<file path="src/rtl/dac7611_rx.sv">
// Serial receiver for a DAC7611-style 3-wire link (CLK/SDI/LD plus CLR),
// oversampled by clk_X4; latches complete frames into dac_code.
module dac7611_rx #(
   parameter int unsigned              DATA_BITS = 12,
   parameter logic [DATA_BITS-1:0]     CLR_VALUE = 12'h000
) (
   input  logic                 clk_X4,
   input  logic                 rst_n,
   input  logic                 enable,
   input  logic                 CLK_3,
   input  logic                 SDI_4,
   input  logic                 LD_5,
   input  logic                 CLR_6,
   output logic [DATA_BITS-1:0] dac_code,
   output logic                 code_update,
   output logic                 frame_err,
   output logic                 clr_active,
   output logic [15:0]          frame_cnt
);

   localparam logic [3:0] FULL_CNT = 4'(DATA_BITS);

   logic clk_s1, clk_s2, sdi_s1, sdi_s2, ld_s1, ld_s2, clr_s1, clr_s2;
   logic clk_prev, ld_prev;
   logic clk_rise, ld_fall;

   logic [DATA_BITS-1:0] shreg, shreg_nxt, code_nxt;
   logic [3:0]           bit_cnt, cnt_nxt;
   logic [15:0]          fcnt_nxt;
   logic                 upd_nxt, err_nxt;

   // Idle levels of the serial lines are the synchronizer reset values, so
   // release from reset never fakes an edge.
   always_ff @(posedge clk_X4 or negedge rst_n) begin
      if (!rst_n) begin
         clk_s1   <= 1'b1;
         clk_s2   <= 1'b1;
         sdi_s1   <= 1'b0;
         sdi_s2   <= 1'b0;
         ld_s1    <= 1'b1;
         ld_s2    <= 1'b1;
         clr_s1   <= 1'b1;
         clr_s2   <= 1'b1;
         clk_prev <= 1'b1;
         ld_prev  <= 1'b1;
      end else begin
         clk_s1   <= CLK_3;
         clk_s2   <= clk_s1;
         sdi_s1   <= SDI_4;
         sdi_s2   <= sdi_s1;
         ld_s1    <= LD_5;
         ld_s2    <= ld_s1;
         clr_s1   <= CLR_6;
         clr_s2   <= clr_s1;
         clk_prev <= clk_s2;
         ld_prev  <= ld_s2;
      end
   end

   assign clk_rise   = clk_s2 & ~clk_prev;
   assign ld_fall    = ~ld_s2 & ld_prev;
   assign clr_active = ~clr_s2;

   // Priority: clear, then disable, then load strobe, then shift.
   always_comb begin
      shreg_nxt = shreg;
      cnt_nxt   = bit_cnt;
      code_nxt  = dac_code;
      fcnt_nxt  = frame_cnt;
      upd_nxt   = 1'b0;
      err_nxt   = 1'b0;
      if (!clr_s2) begin
         code_nxt  = CLR_VALUE;
         shreg_nxt = '0;
         cnt_nxt   = '0;
      end else if (!enable) begin
         shreg_nxt = '0;
         cnt_nxt   = '0;
      end else if (ld_fall) begin
         shreg_nxt = '0;
         cnt_nxt   = '0;
         if (bit_cnt == FULL_CNT) begin
            code_nxt = shreg;
            fcnt_nxt = frame_cnt + 16'd1;
            upd_nxt  = 1'b1;
         end else begin
            err_nxt  = 1'b1;
         end
      end else if (clk_rise && ld_s2) begin
         shreg_nxt = {shreg[DATA_BITS-2:0], sdi_s2};
         if (bit_cnt != 4'hF) cnt_nxt = bit_cnt + 4'd1;
      end
   end

   always_ff @(posedge clk_X4 or negedge rst_n) begin
      if (!rst_n) begin
         shreg       <= '0;
         bit_cnt     <= '0;
         dac_code    <= CLR_VALUE;
         frame_cnt   <= '0;
         code_update <= 1'b0;
         frame_err   <= 1'b0;
      end else begin
         shreg       <= shreg_nxt;
         bit_cnt     <= cnt_nxt;
         dac_code    <= code_nxt;
         frame_cnt   <= fcnt_nxt;
         code_update <= upd_nxt;
         frame_err   <= err_nxt;
      end
   end

endmodule

</file>
<file path="config.mk">
export PLATFORM = sky130hd
export DESIGN_NAME = dac7611_rx
export DESIGN_NICKNAME = d
export VERILOG_FILES = /design/src/rtl/dac7611_rx.sv
export SDC_FILE = /design/constraint.sdc
export NUM_CORES = 1
export LEC_CHECK = 0
export ABC_AREA = 1
export CORE_MARGIN = 3
export CORE_UTILIZATION = 48
export CTS_CLUSTER_SIZE = 8
export DETAILED_ROUTE_END_ITERATION = 10
export HOLD_SLACK_MARGIN = 0.02
export MAX_ROUTING_LAYER = met4
export PLACE_DENSITY = 0.81
export SETUP_SLACK_MARGIN = 0.02
export SYNTH_ARGS = -nofsm -noshare
export SYNTH_HDL_FRONTEND = slang
export SYNTH_SLANG_ARGS = --single-unit
export TNS_END_PERCENT = 20
</file>
<file path="constraint.sdc">
create_clock -name clk_X4 -period 1.45 [get_ports clk_X4]
set_input_delay 0.2175 -clock clk_X4 [delete_from_list [all_inputs] [get_ports clk_X4]]
set_output_delay 0.2175 -clock clk_X4 [all_outputs]
set_load 0.05 [all_outputs]
</file>
==> flow_metrics.tcl <==
set metrics [dict create \
    dr.pass1.iters 4 \
    maxCapViolCount 0 \
    grt_pass1_wl_um 8840 \
    layout.cells.non_filler 383 \
    met3_usage 0.0499 \
    grt_use_met1 0.229 \
    power_leakage_uw 0.00157 \
    grt_max_degree 57 \
    timing.final.crit_share 0.990 \
    tightest_slew_ns 0.288 \
    synth_mux_area_frac 0 \
    antenna_cells 0 \
    cp_data_arrival_time_ns 1.65 \
    multi_input_area_um2 953 \
    ys_warn_count 0 \
    initial_core_util 0.507 \
    hold_start "CLR_6" \
    nFillCells 319 \
    synth_cell_types 28 \
    rsz0062_at_grt "true" \
    routed_wl_um 5320 \
    numCtsBuffers 5 \
    ant_nets 0 \
    grt_use_met2 0.315 \
    max_freq_mhz 697 \
    worstPathRequired_ns 1.67 \
    via_per_inst 5.10 \
    row_count 25 \
    path_clk_slew_ns 0.10 \
    grt_remaining_overflow 0 \
    syn_nets 269 \
    power_density_mw_per_mm2 788 \
    synth_xor_area_frac 0.0316 \
    synthAdderAreaFrac 0.0153 \
    yosysMostFrequentCell "nand2_1" \
    synth_edf_count 0 \
    area_growth_syn_to_layout_pct 42.8 \
    slew_headroom 0.808 \
    irDropWorstVdd_uv 550 \
    clock_sinks 56 \
    antenna_found_initial 0 \
    synth_async_sr_flop_share 1.00 \
    synth_top_family_by_area "simple AND/OR/NAND/NOR gates" \
    dpl_worst_slack_ns -0.142 \
    drive_above_1_share 0.323 \
    pin_count 38 \
    status "complete, no violations" \
    worst_setup_path_start_kind "flop" \
    syn_area_mm2 0.00246 \
    ys_seq_area_frac 0.574 \
    setup_viol 0 \
    htreeDepth 2 \
    slew_violations 0 \
    crit_start "bit_cnt[1]$_DFFE_PN0P_" \
    first_global_vias 1905 \
    hold_viol_final 0 \
    yosysTopAreaCell "dfrtp_1" \
    seq_area_mm2 0.00142 \
    place_hpwl_um 3510 \
    place_congestion 0.824 \
    vias 1953 \
    synth_compound_area_frac 0.0646 \
    crit_fanout 8 \
    synthSimpleGateAreaFrac 0.251 \
    synthFlopType "dfrtp_1" \
    ys_ff_latch 56 \
    insertion_delay_ns 0.32 \
    cts_max_path_buffers 2 \
    die_h_um 77.6 \
    core_mm2 0.00485 \
    cts_tree "yes" \
    port_buffers 37 \
    dp.cells 369 \
    synthTopCellsByArea "dfrtp_1 (49%), nand2_1 (10%), dfstp_2 (8.5%)" \
    drtIter0Drc 187 \
    finalSetupTns_ns 0 \
    nNetsFinal 325 \
    syn_avg_cell_area_um2 9.49 \
    die_area_mm2 0.00602 \
    fin_skew_ns 0.0166 \
    end_kind "flop" \
    die_w_um 77.6 \
    routedWlPerCell_um 13.9 \
    synth_cells 259 \
    grt_busiest_layer "met2" \
    path_class "flop to flop" \
    r2r-start "bit_cnt[1]$_DFFE_PN0P_" \
    total_power_uw 2770 \
    finalCriticalPeriod_ns 1.43 \
    ctsRootBufferMaster "clkbuf_8" \
    synth_top_area_share 0.489 \
    drc 0 \
    layout_setup_ws_ns 0.0152 \
    hold_path.class "primary input to flop" \
    grt.total_usage 0.192 \
    ys_top_cells_by_count "nand2_1 (67), dfrtp_1 (48), inv_1 (30), nand3_1 (18), nor2_1 (18)" \
]
==> routing by layer <==
layer / share of wire / vias to the layer above
li1: - / 933
met1: 0.40 / 961
met4: 0.013 / 0
met3: 0.044 / 5
met5: 0 / -
met2: 0.54 / 54
==> cells by family (layout without fill, tap and decap cells) <==
kind of cell,Yosys count,in the layout
AOI/OAI and AO/OA,29,29
xor gates and xnor gates,8,8
adders and majority gates,3,3
buffers and inverters,37,94
DFF,56,56
and+or+nand+nor,126,126
==> critical path, cell delays in order, from the launching register on <==
cell,delay [ns]
dfrtp_1,0.40
inv_2,0.07
ha_4,0.14
nand3_4,0.13
nor2_4,0.16
nand2_4,0.12
nor2_4,0.15
nand2_1,0.06
nand2_1,0.07
nand2_1,0.05
==> metrics by stage <==
stage	utilization	hold WS, ns	cell area, um2
2_1_floorplan	-	-0.0781	2470
3_3_place_gp	0.675	0.233	3270
3_5_place_dp	0.675	0.238	3270
4_1_cts	0.707	0.305	3430
5_1_grt	0.724	0.297	3510
6_report	0.724	0.314	3510
==> state kept, by name (all words and copies together) (netlist names), 4 cells and up <==
name and count:
bit_cnt 4, dac_code 12, frame_cnt 16, shreg 12
==> power by group <==
group	total [uW]	switching (uW)	internal (uW)
Combinational	128	84.0	44.3
Clock	1040	487	556
Sequential	1600	9.96	1590
Total	2770	581	2190
==> path summary, 6_finish.rpt <==
path	cells after the start	endpoint	slack [ns]
max in group asynchronous	3	clk_s1$_DFF_PN1_	0.71
hold reg to reg	0	sdi_s2$_DFF_PN0_	0.35
hold / removal	1	clr_s1$_DFF_PN1_	0.31
setup / recovery	9	frame_cnt[9]$_DFFE_PN0P_	0.02
setup reg to reg	9	frame_cnt[9]$_DFFE_PN0P_	0.02
min in group asynchronous	3	dac_code[2]$_DFFE_PN0P_	0.43
==> area by class of cell <==
class / instances / area share
clock buffers: 6 / 0.0235
clock inverters: 2 / 0.00962
inverters: 32 / 0.0349
multi-input cells: 166 / 0.272
flip-flops and latches: 56 / 0.404
well taps: 67 / 0.0239
repair buffers: 54 / 0.233
==> layout by cell type (no fill, tap or decap), types with 2 or more instances in the layout <==
cell             synthesis  routed
clkdlybuf4s50_1          0       5
o22ai_1                 11      11
nand4_1                  3       3
a21oi_1                  7       7
ha_1                     3       2
nor2_2                   1       6
dfstp_2                  8       8
buf_4                    0      13
nand2_1                 67      64
nand2_4                  2       4
o21ai_0                 11       5
o21ai_1                  0       6
inv_2                    2       5
clkbuf_8                 0       6
buf_12                   0      31
nand2_2                  4       5
inv_1                   30      26
dfrtp_1                 48      43
nand3b_1                 2       2
dfrtp_2                  0       5
xnor2_1                  2       2
nor2_4                   5       7
nor2_1                  18      11
buf_6                    2       3
xor2_1                   5       5
nand3_1                 18      18
==> what timing repair did <==
| action | CTS | global route |
|---|---|---|
| hold buffers | 1 | 0 |
| hold endpoints to repair | 48 | 0 |
| gates cloned | 0 | 0 |
| pin swaps | 0 | 4 |
| setup endpoints to repair | 17 | 40 |
| buffers inserted | 1 | 4 |
| resized for setup | 8 | 23 |
Power figures use the tool's default switching activity.
==> RTL edit (config.mk and constraints unchanged) <==
`shreg` no longer has a reset.
--- a/src/rtl/dac7611_rx.sv
+++ b/src/rtl/dac7611_rx.sv
@@ -94,14 +94,12 @@
 
    always_ff @(posedge clk_X4 or negedge rst_n) begin
       if (!rst_n) begin
-         shreg       <= '0;
          bit_cnt     <= '0;
          dac_code    <= CLR_VALUE;
          frame_cnt   <= '0;
          code_update <= 1'b0;
          frame_err   <= 1'b0;
       end else begin
-         shreg       <= shreg_nxt;
          bit_cnt     <= cnt_nxt;
          dac_code    <= code_nxt;
          frame_cnt   <= fcnt_nxt;
@@ -110,5 +108,9 @@
       end
    end
 
+   always_ff @(posedge clk_X4) begin
+      shreg <= shreg_nxt;
+   end
+
 endmodule
 
Check against the original RTL: no difference found for any inputs over 10 cycles, from zero or initial values and one cycle with rst_n low; that may be too few to reach the edited logic, so the function may still have changed.
==> RTL edit against the original RTL <==
  * Total power decreased by 5.9%
  * Setup slack improved by 0.0037 ns
  * Synthesized area decreased by 4.2%
  * Sequential cell count unchanged
  * Design area decreased by 2.2%
  * Hold slack got worse by 0.0099 ns
  * Wire length increased by 8.3%
  * Non-clock buffer count increased by 3
  * Largest power group unchanged
==> RTL edit: results (changes against the original RTL) <==
sta:
  relSlewSlack_pct: 76.0  # was 80.8%
  holdWs_ns: 0.304  # was 0.314 ns
  fin_skew_ns: 0.00876  # was 0.0166 ns
worst_setup_path:
  worst-r2r-cell-count: 7  # was 9
  crit_family: "flip-flops"  # was simple AND/OR/NAND/NOR gates
global_route:
  grtUsageMet2_pct: 36.5  # was 31.5%
  grt_usage_pct: 19.3  # was 19.2%
  grt_max_degree: 31  # was 57
  met1_usage_pct: 19.9  # was 22.9%
  grtUsageMet3_pct: 4.96  # was 4.99%
  grt_pass1_wl_microns: 8810  # was 8840 microns
  grt_pass1_vias: 1969  # was 1905
detailed_routing:
  wl_met2_microns: 3150  # was 2860 microns
  wl_met1_microns: 2300  # was 2150 microns
  drtIter0Drc: 128  # was 187
  wl_per_cell_microns: 14.8  # was 13.9 microns
  dr_wl_met3_microns: 223  # was 236 microns
layout:
  drive_above_1_share_pct: 31.3  # was 32.3%
  final_nets: 332  # was 325
  n_fill_cell: 265  # was 319
  final_util_pct: 75.7  # was 72.4%
outcome:
  outcome: "completed"  # unchanged
placed_design:
  hpwl_microns: 3860  # was 3510 microns
  gp_congestion: 0.839  # was 0.824
power_and_ir_drop:
  cellLeakagePower_nw: 1.51  # was 1.57 nW
  max-vdd-ir-drop_v: 0.000792  # was 0.000550 V
synthesis:
  synth_nets: 275  # was 269
==> RTL edit: repair_timing <==
item                                   4_1_cts  5_1_grt
gates cloned                                 0        1
buffers inserted                             2        6
setup endpoints to repair                   11       44
hold buffers                                 1        0
resized for setup                            2       28
endpoints found under the hold margin        6        0
pin swaps                                    0        3
==> RTL edit: layout make-up <==
cell class	count	area, sq um	area share, %
clock inverter	2	10.0	0.291
timing repair buffer	57	848	24.7
clock buffer	6	82.6	2.40
multi-input combinational	172	937	27.3
sequential	56	1360	39.5
inverter	30	118	3.42
tap	65	81.3	2.37
==> RTL edit: metrics by stage <==
step                      instance area (sq um)  instances  worst slack [ns]  setup TNS [ns]  total power (W)
after floorplan                            2370        265            0.0221               0          0.00167
after CTS                                  3290        381            0.0107               0          0.00261
after global routing                       3430        388           -0.0685          -0.688          0.00269
after global placement                     3170        370           -0.0138         -0.0138          0.00173
final                                      3430        388            0.0190               0          0.00260
after detailed placement                   3170        370           -0.0532          -0.557          0.00174
==> RTL edit: where the power goes <==
group | switching, W | internal, W
clock | 0.000495 | 0.000382
sequential | 0.0000120 | 0.00159
combinational | 0.0000808 | 0.0000466
total | 0.000588 | 0.00201
==> RTL edit: how the worst max path moves through the flow <==
stage | to | slack [ns] | depth (start not counted)
after floorplan | frame_cnt[10] | 0.02 | 7
after global placement | frame_cnt[9] | -0.01 | 7
after detailed placement | frame_cnt[4] | -0.05 | 8
after CTS | dac_code[3] | 0.01 | 8
after global routing | dac_code[1] | -0.07 | 8
final | frame_cnt[9] | 0.02 | 7
==> RTL edit: cells by family after synthesis <==
group | share of synthesized area [%]
AO/OA/AOI/OAI | 7.44
XOR/XNOR | 2.97
adder cells (fa/ha/maj) | 1.59
flip-flops | 57.4
buffers and inverters | 6.37
AND/OR/NAND/NOR | 24.3
